### config.mk
export PLATFORM = sky130hd
export DESIGN_NAME = target_response_rx
export DESIGN_NICKNAME = d
export VERILOG_FILES = /design/src/rtl/rig_pkg.sv /design/src/rtl/uart_rx_byte.sv /design/src/rtl/target_response_rx.sv
export SDC_FILE = /design/constraint.sdc
export NUM_CORES = 1
export LEC_CHECK = 0
export ABC_AREA = 1
export BUFFER_PORTS_ARGS = -buffer_cell sky130_fd_sc_hd__buf_2
export CAP_MARGIN = 0
export CORE_MARGIN = 2
export CORE_UTILIZATION = 60
export CTS_BUF_LIST = sky130_fd_sc_hd__clkbuf_8
export DETAILED_ROUTE_END_ITERATION = 8
export GPL_TIMING_DRIVEN = 0
export PLACE_DENSITY_LB_ADDON = 0.12
export SYNTH_ARGS = -nofsm -noshare
export SYNTH_HDL_FRONTEND = slang
export SYNTH_HIERARCHICAL = 1
export SYNTH_SLANG_ARGS = --single-unit
### constraint.sdc
create_clock -name CLK -period 4.3 [get_ports CLK]
set_input_delay 0.43 -clock CLK [delete_from_list [all_inputs] [get_ports CLK]]
set_output_delay 0.43 -clock CLK [all_outputs]
set_load 0.005 [all_outputs]
### src/rtl/rig_pkg.sv
// Shared definitions for the fault-injection rig capture path: result codes,
// receiver/frame state encodings and the UART bit-period derivation.
package rig_pkg;

  typedef enum logic [1:0] {
    RES_MATCH   = 2'b00,
    RES_FAULT   = 2'b01,
    RES_TIMEOUT = 2'b10,
    RES_FRAME   = 2'b11
  } result_e;

  typedef enum logic [1:0] {
    R_IDLE,
    R_START,
    R_DATA,
    R_STOP
  } rx_state_e;

  typedef enum logic [1:0] {
    F_IDLE,
    F_CAPTURE,
    F_REPORT
  } frame_state_e;

  function automatic int unsigned clks_per_bit(input int unsigned clk_hz,
                                               input int unsigned baud);
    return clk_hz / baud;
  endfunction

endpackage

### src/rtl/uart_rx_byte.sv
// 8N1 UART byte receiver: 2-FF synchronizer, mid-bit sampling timer and
// receiver FSM. Pulses byte_valid on a good stop bit, frame_err on a bad one.
module uart_rx_byte
  import rig_pkg::*;
#(
  parameter int unsigned CLKS_PER_BIT = 2604
) (
  input  logic       clk,
  input  logic       rst_n,
  input  logic       rx,
  output logic       byte_valid,
  output logic [7:0] data,
  output logic       frame_err
);

  localparam int unsigned CW = $clog2(CLKS_PER_BIT + 1);
  localparam logic [CW-1:0] HalfLast = CW'(CLKS_PER_BIT / 2 - 1);
  localparam logic [CW-1:0] BitLast  = CW'(CLKS_PER_BIT - 1);

  logic          rx_meta_q, rx_sync_q, rx_prev_q;
  rx_state_e     state_q, state_d;
  logic [CW-1:0] cnt_q, cnt_d;
  logic [2:0]    bit_q, bit_d;
  logic [7:0]    shift_q, shift_d;

  always_ff @(posedge clk) begin
    if (!rst_n) begin
      rx_meta_q <= 1'b1;
      rx_sync_q <= 1'b1;
      rx_prev_q <= 1'b1;
      state_q   <= R_IDLE;
      cnt_q     <= '0;
      bit_q     <= '0;
      shift_q   <= '0;
    end else begin
      rx_meta_q <= rx;
      rx_sync_q <= rx_meta_q;
      rx_prev_q <= rx_sync_q;
      state_q   <= state_d;
      cnt_q     <= cnt_d;
      bit_q     <= bit_d;
      shift_q   <= shift_d;
    end
  end

  always_comb begin
    state_d    = state_q;
    cnt_d      = cnt_q + 1'b1;
    bit_d      = bit_q;
    shift_d    = shift_q;
    byte_valid = 1'b0;
    frame_err  = 1'b0;
    unique case (state_q)
      R_IDLE: begin
        cnt_d = '0;
        if (rx_prev_q && !rx_sync_q) state_d = R_START;
      end
      R_START: begin
        // A start bit that is high again at mid-bit was a glitch.
        if (cnt_q == HalfLast) begin
          cnt_d   = '0;
          bit_d   = '0;
          state_d = rx_sync_q ? R_IDLE : R_DATA;
        end
      end
      R_DATA: begin
        if (cnt_q == BitLast) begin
          cnt_d   = '0;
          shift_d = {rx_sync_q, shift_q[7:1]};
          bit_d   = bit_q + 3'd1;
          if (bit_q == 3'd7) state_d = R_STOP;
        end
      end
      R_STOP: begin
        if (cnt_q == BitLast) begin
          cnt_d   = '0;
          state_d = R_IDLE;
          if (rx_sync_q) byte_valid = 1'b1;
          else           frame_err  = 1'b1;
        end
      end
      default: state_d = R_IDLE;
    endcase
  end

  assign data = shift_q;

endmodule

### src/rtl/target_response_rx.sv
// Captures one ciphertext frame from the target UART after ARM and reports
// match / fault / timeout / framing error to the glitch sequencer.
module target_response_rx
  import rig_pkg::*;
#(
  parameter int unsigned CLK_HZ      = 25000000,
  parameter int unsigned BAUD        = 9600,
  parameter int unsigned FRAME_BYTES = 16,
  parameter int unsigned TIMEOUT_LEN = CLK_HZ / 10
) (
  input  logic         CLK,
  input  logic         RST_N,
  input  logic         RX,
  input  logic         ARM,
  input  logic [127:0] GOLDEN,
  output logic         BUSY,
  output logic         DONE,
  output logic [1:0]   RESULT,
  output logic [127:0] DATA,
  output logic [4:0]   BYTE_CNT
);

  localparam int unsigned CPB = clks_per_bit(CLK_HZ, BAUD);
  localparam int unsigned TW  = $clog2(TIMEOUT_LEN + 1);
  // The loading cycle counts as the first of TIMEOUT_LEN, so expiry lands
  // DONE exactly TIMEOUT_LEN cycles after ARM or the last byte_valid.
  localparam logic [TW-1:0] TmoLoad = TW'(TIMEOUT_LEN - 1);

  logic       byte_valid, frame_err;
  logic [7:0] rx_data;

  uart_rx_byte #(
    .CLKS_PER_BIT(CPB)
  ) u_rx (
    .clk       (CLK),
    .rst_n     (RST_N),
    .rx        (RX),
    .byte_valid(byte_valid),
    .data      (rx_data),
    .frame_err (frame_err)
  );

  frame_state_e   state_q, state_d;
  logic [127:0]   golden_q, golden_d;
  logic [127:0]   data_q, data_d;
  logic [4:0]     cnt_q, cnt_d;
  logic [TW-1:0]  tmo_q, tmo_d;
  result_e        result_q, result_d;

  always_ff @(posedge CLK) begin
    if (!RST_N) begin
      state_q  <= F_IDLE;
      golden_q <= '0;
      data_q   <= '0;
      cnt_q    <= '0;
      tmo_q    <= '0;
      result_q <= RES_MATCH;
    end else begin
      state_q  <= state_d;
      golden_q <= golden_d;
      data_q   <= data_d;
      cnt_q    <= cnt_d;
      tmo_q    <= tmo_d;
      result_q <= result_d;
    end
  end

  always_comb begin
    state_d  = state_q;
    golden_d = golden_q;
    data_d   = data_q;
    cnt_d    = cnt_q;
    tmo_d    = tmo_q;
    result_d = result_q;
    unique case (state_q)
      F_IDLE: begin
        if (ARM) begin
          state_d  = F_CAPTURE;
          golden_d = GOLDEN;
          data_d   = '0;
          cnt_d    = '0;
          tmo_d    = TmoLoad;
        end
      end
      F_CAPTURE: begin
        if (frame_err) begin
          result_d = RES_FRAME;
          state_d  = F_REPORT;
        end else if (byte_valid) begin
          for (int i = 0; i < 16; i++) begin
            if (cnt_q == 5'(i)) data_d[127-8*i -: 8] = rx_data;
          end
          cnt_d = cnt_q + 5'd1;
          tmo_d = TmoLoad;
          // Compare against the next DATA so the last byte is included and
          // RESULT is valid together with DONE.
          if (cnt_d == 5'(FRAME_BYTES)) begin
            state_d  = F_REPORT;
            result_d = (data_d != golden_q) ? RES_FAULT : RES_MATCH;
          end
        end else if (tmo_q <= TW'(1)) begin
          result_d = RES_TIMEOUT;
          state_d  = F_REPORT;
        end else begin
          tmo_d = tmo_q - 1'b1;
        end
      end
      F_REPORT: state_d = F_IDLE;
      default:  state_d = F_IDLE;
    endcase
  end

  assign BUSY     = (state_q == F_CAPTURE);
  assign DONE     = (state_q == F_REPORT);
  assign RESULT   = result_q;
  assign DATA     = data_q;
  assign BYTE_CNT = cnt_q;

endmodule

==> impl_metrics.py, run 1 <==
metrics = {
    "yosys": {
        "ys_seq_area_share_pct": 37.3,
        "synth_flop_cell": "dfxtp_1",
        "synthCells": 2730,
        "async_flop_share_pct": 0,
        "syn_area_sq_um": 16900,
        "ys_types": 37,
        "netlist_top_cells_area": "dfxtp_1, nand2_1, nand3_1",
        "synth_fp_nets": 2874,
        "yosys_register_bits": 315,
        "yosys.area.top_type_share_pct": 37.3,
        "yosysTopAreaCell": "dfxtp_1",
        "synth_edf_count": 0,
        "ys_warn_count": 6,
        "avgSynthCellArea_sq_um": 6.19,
    },
    "layout": {
        "drive_gt1_share_pct": 13.1,
        "final_common_cell": "nand2_1",
        "insertedDiodeCount": 0,
        "mostFrequentLayoutCells": "nand2_1, nand3_1, dfxtp_1, inv_1, buf_2",
        "stdcell_count": 3470,
        "nets": 3196,
        "final_util_pct": 71.1,
        "area_growth_pct": 16.8,
    },
    "power": {
        "power_density_nw_per_um2": 347,
        "vdd_drop_max_uv": 283,
        "p_leak_nw": 9.03,
    },
    "sta": {
        "period_needed_ns": 4.08,
        "rsz0062_at_grt": "no",
        "fmax_ghz": 0.245,
        "hold_viol": 0,
        "period_share_pct": 94.9,
        "worst_pin_slew_ns": 1.31,
        "final.setup_skew_ns": 0.0188,
        "finalMaxSlewViolations": 0,
        "relSlewSlack_pct": 12.7,
        "fin_setup_tns_ns": 0,
        "setup_viol": 0,
    },
    "cts": {
        "clock-root-buffer": "clkbuf_8",
        "htreeDepth": 2,
        "cts_tree": "built",
        "cts_hold_buf": 0,
        "cts_buffers": 52,
        "clkTransAtPathRegs_ns": 0.06,
        "cts_resized": 0,
        "cts_setup_buffers": 0,
        "clk_latency_ns": 0.61,
        "cts.path.max_buffers": 3,
        "cts_sinks": 315,
    },
    "place": {
        "gp_congestion": 1.02,
        "io_buffers": 268,
        "dp_cells": 3376,
        "hpwl_mm": 52.2,
    },
    "setup_path": {
        "worstPathRequired_ns": 4.77,
        "crit_path_end_kind": "flop",
        "worstPathMaxFanout": 10,
        "worstPathArrival_ns": 4.55,
        "cp_cell_sequence": "clkbuf_1 -> inv_1 -> clkbuf_1 -> nand2_1 -> nand3_1 -> nand2_1 -> nand3_1 -> nor2_1 -> nand2_1 -> nor2_1 -> nand2_1 -> nor2_1 -> nand2_1 -> nand2_1 -> a21oi_1",
        "worst-path-buf-inv": 3,
        "crit_slowest_cell": "clkbuf_1",
        "cp_slowest_stage_delay_ns": 0.82,
        "crit_path_frequent_cell": "nand2_1",
        "critPathKind": "flop to flop",
        "worstSetupStartpointType": "flop",
        "critPathTopFamily": "buffers and inverters",
    },
    "global_routing": {
        "grt_pass1_vias": 18100,
        "antenna_found_initial": 0,
        "grt_usage_pct": 46.1,
        "grt_pass1_wl_mm": 102,
        "grt_max_degree": 14,
        "overflow": 0,
    },
    "hold_path": {
        "hp-class": "input pin to flop",
    },
    "run_status": {
        "status": "completed",
    },
    "drt": {
        "drtPass1Iterations": 6,
        "num_vias": 20600,
        "ant_nets": 0,
        "drt_iter0_markers": 2992,
        "viasPerCell": 5.93,
        "drt-total-wl_mm": 70.6,
        "wire_per_inst_um": 20.3,
        "drcViolationCount": 0,
    },
    "die": {
        "fp.dieW_um": 172,
        "die-area_sq_um": 29500,
        "start_util_pct": 60.9,
        "fp-row-count": 61,
        "io_pins": 269,
        "core-area_sq_um": 27800,
        "die_height_um": 172,
    },
    "flow_run": {
        "drv_cap": 0,
    },
}
where the power goes:
| part | switching [mW] | leakage, nW | total (mW) | internal [mW] |
|---|---|---|---|---|
| Clock | 1.29 | 0.604 | 2.64 | 1.35 |
| Combinational | 0.719 | 5.85 | 1.04 | 0.325 |
| Sequential | 0.110 | 2.57 | 3.18 | 3.06 |
stage by stage:
| step | total power, mW | setup WS [ns] | area (sq um) | hold WS, ns |
|---|---|---|---|---|
| 2_1_floorplan | 3.83 | 1.73 | 16900 | 0.393 |
| 3_3_place_gp | 4.19 | 0.297 | 18700 | 0.393 |
| 3_5_place_dp | 4.22 | 0.221 | 18700 | 0.412 |
| 4_1_cts | 6.76 | 0.174 | 19700 | 0.00720 |
| 5_1_grt | 7.03 | 0.141 | 19700 | 0.0190 |
| 6_report | 6.86 | 0.220 | 19700 | 0.0104 |
cells by family after synthesis:
kind of cell	count (synthesis)	synth area share [%]
buf+inv	426	9.75
fa+ha+maj	12	0.888
simple gates	1548	38.7
compound gates	409	12.4
xor+xnor	20	1.04
flops	315	37.3
per-layer routing:
layer | wire length, um | vias up | part of all wire (%) | GRT usage, %
met2 | 28700 | 1565 | 41 | 67.4
met5 | 0 | - | 0 | 0
li1 | - | 9367 | - | -
met3 | 10600 | 380 | 15 | 12.3
met4 | 5580 | 0 | 7.9 | 31.3
met1 | 25700 | 9251 | 36 | 59.4
final cells by class:
cell class / count / area (sq um)
Clock buffer: 65 / 895
Inverter: 297 / 1110
Multi-Input combinational cell: 1989 / 8960
Fill cell: 2441 / 8040
Timing Repair Buffer: 268 / 1340
Tap cell: 378 / 473
Clock inverter: 29 / 123
Sequential cell: 315 / 6310
Buffer: 129 / 533
state kept, by name (all words and copies together) (netlist names), named ones only:
name / cells
u_rx/rx_sync_q: 1
u_rx/data: 8
u_rx/bit_q: 3
u_rx/rx_prev_q: 1
RESULT: 2
DATA: 128
golden_q: 128
u_rx/rx_meta_q: 1
BYTE_CNT: 5
state_q: 2
tmo_q: 22
u_rx/cnt_q: 12
u_rx/state_q: 1
Yosys cell counts (2+ instances only):
cell	n
nand2_1	874
nand3_1	316
dfxtp_1	315
inv_1	288
nor2_1	247
a21oi_1	240
o21ai_0	152
clkbuf_1	97
nand3b_1	49
buf_2	24
nor3_1	20
xor2_1	16
ha_1	12
nand4_1	11
nor2_2	11
or2_2	10
inv_2	6
buf_1	5
nand2_2	5
o41ai_1	4
xnor2_1	4
clkinv_1	3
a211oi_1	2
buf_6	2
nor3b_1	2
o211ai_1	2
o21ai_1	2
o21ai_2	2
worst paths after layout:
check        slack, ns           start  depth (start not counted)              to
min               0.01              RX                          2  u_rx/rx_meta_q
min reg2reg       0.42  u_rx/rx_meta_q                          1  u_rx/rx_sync_q
max               0.22    u_rx/data[6]                         15       RESULT[0]
max reg2reg       0.22    u_rx/data[6]                         15       RESULT[0]
worst reg2reg max path: cells and delay by family, from the launching register on:
kind,cells,cell delay (ns)
AO/OA/AOI/OAI,1,0.06
buffers and inverters,3,2.03
flip-flops,1,0.35
AND/OR/NAND/NOR,11,1.52
No activity file was read; power rests on OpenSTA's default activity.
==> run 2: changes to the inputs <==
--- a/config.mk
+++ b/config.mk
@@ -10,10 +10,11 @@
 export CAP_MARGIN = 0
 export CORE_MARGIN = 2
 export CORE_UTILIZATION = 60
-export CTS_BUF_LIST = sky130_fd_sc_hd__clkbuf_8
+export CTS_BUF_LIST = sky130_fd_sc_hd__clkbuf_16
 export DETAILED_ROUTE_END_ITERATION = 8
 export GPL_TIMING_DRIVEN = 0
 export PLACE_DENSITY_LB_ADDON = 0.12
+export SETUP_SLACK_MARGIN = 0.05
 export SYNTH_ARGS = -nofsm -noshare
 export SYNTH_HDL_FRONTEND = slang
 export SYNTH_HIERARCHICAL = 1
==> run 2 against run 1 <==
Net effect:
- non-clock buffer count unchanged
- clock skew down 0.0027 ns
- worst setup slack worse by 0.047 ns
- sequential share of layout area down 0.16 points
- via count about the same
- flip-flop and latch count unchanged
- clock-buffer cell count down 28
- cell count down 0.95%
- utilization up 0.35 points
- wire length up 0.34%
- first-iteration DRC count up 0.23%
- largest power group unchanged
==> impl_metrics.py, run 2 (synthesis results as in run 1) <==
metrics = {
    "run_status": {
        "status": "completed",
    },
    "layout": {
        "area_growth_pct": 17.4,
        "nets": 3179,
        "mostFrequentLayoutCells": "nand2_1, nand3_1, dfxtp_1, inv_1, buf_2",
        "fill_cells": 2408,
        "stdcell_count": 3437,
        "final_common_cell": "nand2_1",
        "drive_gt1_share_pct": 12.6,
        "final_util_pct": 71.4,
        "insertedDiodeCount": 0,
    },
    "sta": {
        "relSlewSlack_pct": 12.3,
        "fmax_ghz": 0.242,
        "period_needed_ns": 4.13,
        "finalMaxSlewViolations": 0,
        "final.setup_skew_ns": 0.0161,
        "hold_viol": 0,
        "rsz0062_at_grt": "no",
        "setup_viol": 0,
        "fin_setup_tns_ns": 0,
        "period_share_pct": 96.0,
        "worst_pin_slew_ns": 1.32,
    },
    "die": {
        "start_util_pct": 60.9,
        "fp.dieW_um": 172,
        "io_pins": 269,
        "die_height_um": 172,
        "fp-row-count": 61,
        "core-area_sq_um": 27800,
        "die-area_sq_um": 29500,
    },
    "global_routing": {
        "grt_usage_pct": 46.3,
        "grt_pass1_vias": 18000,
        "grt_max_degree": 15,
        "grt_pass1_wl_mm": 102,
        "overflow": 0,
        "antenna_found_initial": 1,
    },
    "setup_path": {
        "cp_cell_sequence": "clkbuf_1 -> inv_1 -> clkbuf_1 -> nand2_1 -> nand2_1 -> nand2_1 -> nand2_1 -> nand3_1 -> nor2_1 -> nand2_1 -> nor2_1 -> nand2_1 -> nor2_1 -> nand2_1 -> nand2_1 -> a21oi_1",
        "worstSetupStartpointType": "flop",
        "critPathKind": "flop to flop",
        "worstPathRequired_ns": 4.70,
        "cp-startpoint": "u_rx/data[6]",
        "worstReg2RegStart": "u_rx/data[6]",
        "worstPathMaxFanout": 10,
        "worstPathArrival_ns": 4.53,
        "crit_path_end_kind": "flop",
        "ff2ff_setup_slack_ns": 0.17,
        "crit_slowest_cell": "clkbuf_1",
        "crit_path_frequent_cell": "nand2_1",
        "cp_slowest_stage_delay_ns": 0.97,
    },
    "drt": {
        "wire_per_inst_um": 20.6,
        "drcViolationCount": 0,
        "num_vias": 20600,
        "ant_nets": 0,
        "drt_iter0_markers": 2999,
        "viasPerCell": 5.98,
        "drt-total-wl_mm": 70.8,
        "drtPass1Iterations": 9,
    },
    "power": {
        "seqPwrFrac_pct": 43.9,
        "p_int_mw": 5.12,
        "p_leak_nw": 9.00,
        "power_mw": 7.23,
        "clockPowerShare_pct": 41.6,
        "vdd_drop_max_uv": 290,
        "power_density_nw_per_um2": 364,
        "power_frac_comb_pct": 14.5,
        "switching_power_mw": 2.10,
        "swShare_pct": 29.1,
    },
    "place": {
        "io_buffers": 268,
        "dp_cells": 3376,
        "hpwl_mm": 52.2,
        "gp_congestion": 1.02,
    },
    "hold_path": {
        "hp-start": "RX",
        "hp-class": "input pin to flop",
    },
    "cts": {
        "cts_buffers": 35,
        "cts.path.max_buffers": 3,
        "clkTransAtPathRegs_ns": 0.06,
        "htreeDepth": 2,
        "clk_latency_ns": 0.54,
        "clock-root-buffer": "clkbuf_16",
        "cts_sinks": 315,
        "cts_tree": "built",
    },
    "flow_run": {
        "drv_cap": 0,
    },
}
[run 2: area by class of cell]
cell class	instances	area [sq um]	area share, %
inverters	297	1110	5.62
multi-input cells	1989	8960	45.2
clock inverters	24	188	0.946
repair buffers	268	1340	6.76
plain buffers	129	534	2.69
well taps	378	473	2.38
clock buffers	37	926	4.67
flip-flops and latches	315	6310	31.8
[run 2: metal layers]
| metal | global-route usage (%) | routed length, um | share of wire (%) | up-vias |
|---|---|---|---|---|
| li1 | - | - | - | 9341 |
| met1 | 59.3 | 25700 | 36 | 9206 |
| met2 | 68.5 | 29000 | 41 | 1653 |
| met3 | 13.0 | 10700 | 15 | 370 |
| met4 | 29.7 | 5420 | 7.7 | 0 |
| met5 | 0 | 0 | 0 | - |
[run 2: worst paths after layout]
check | to | cells after the start
max | RESULT[0] | 16
min | u_rx/rx_meta_q | 2
min reg2reg | u_rx/rx_sync_q | 1
max reg2reg | RESULT[0] | 16
[run 2: worst max-delay path, delay by kind of cell (launching register included)]
kind,cells,cell delay [ns]
buffers and inverters,3,2.01
AND/OR/NAND/NOR,12,1.57
AO/OA/AOI/OAI,1,0.07
flip-flops,1,0.32
[run 2: per-stage QoR]
step / worst slack [ns] / area (sq um) / hold slack (ns)
global route: 0.158 / 19800 / 0.122
floorplan: 1.73 / 16900 / 0.393
finish: 0.173 / 19800 / 0.119
global placement: 0.297 / 18700 / 0.393
CTS: 0.183 / 19800 / 0.118
detailed placement: 0.221 / 18700 / 0.412
[run 2: power groups by stage]
stage	Sequential, mW	Combinational (mW)	Clock (mW)
finish	3.17	1.05	3.01
global route	3.18	1.13	3.10
global placement	3.22	0.970	0
detailed placement	3.23	0.992	0
floorplan	3.20	0.637	0
CTS	3.17	0.999	2.97
[run 2: timing repair]
item,4_1_cts,5_1_grt
hold buffers,0,0
resized for setup,0,2
setup endpoints to repair,0,111
setup buffers,0,0
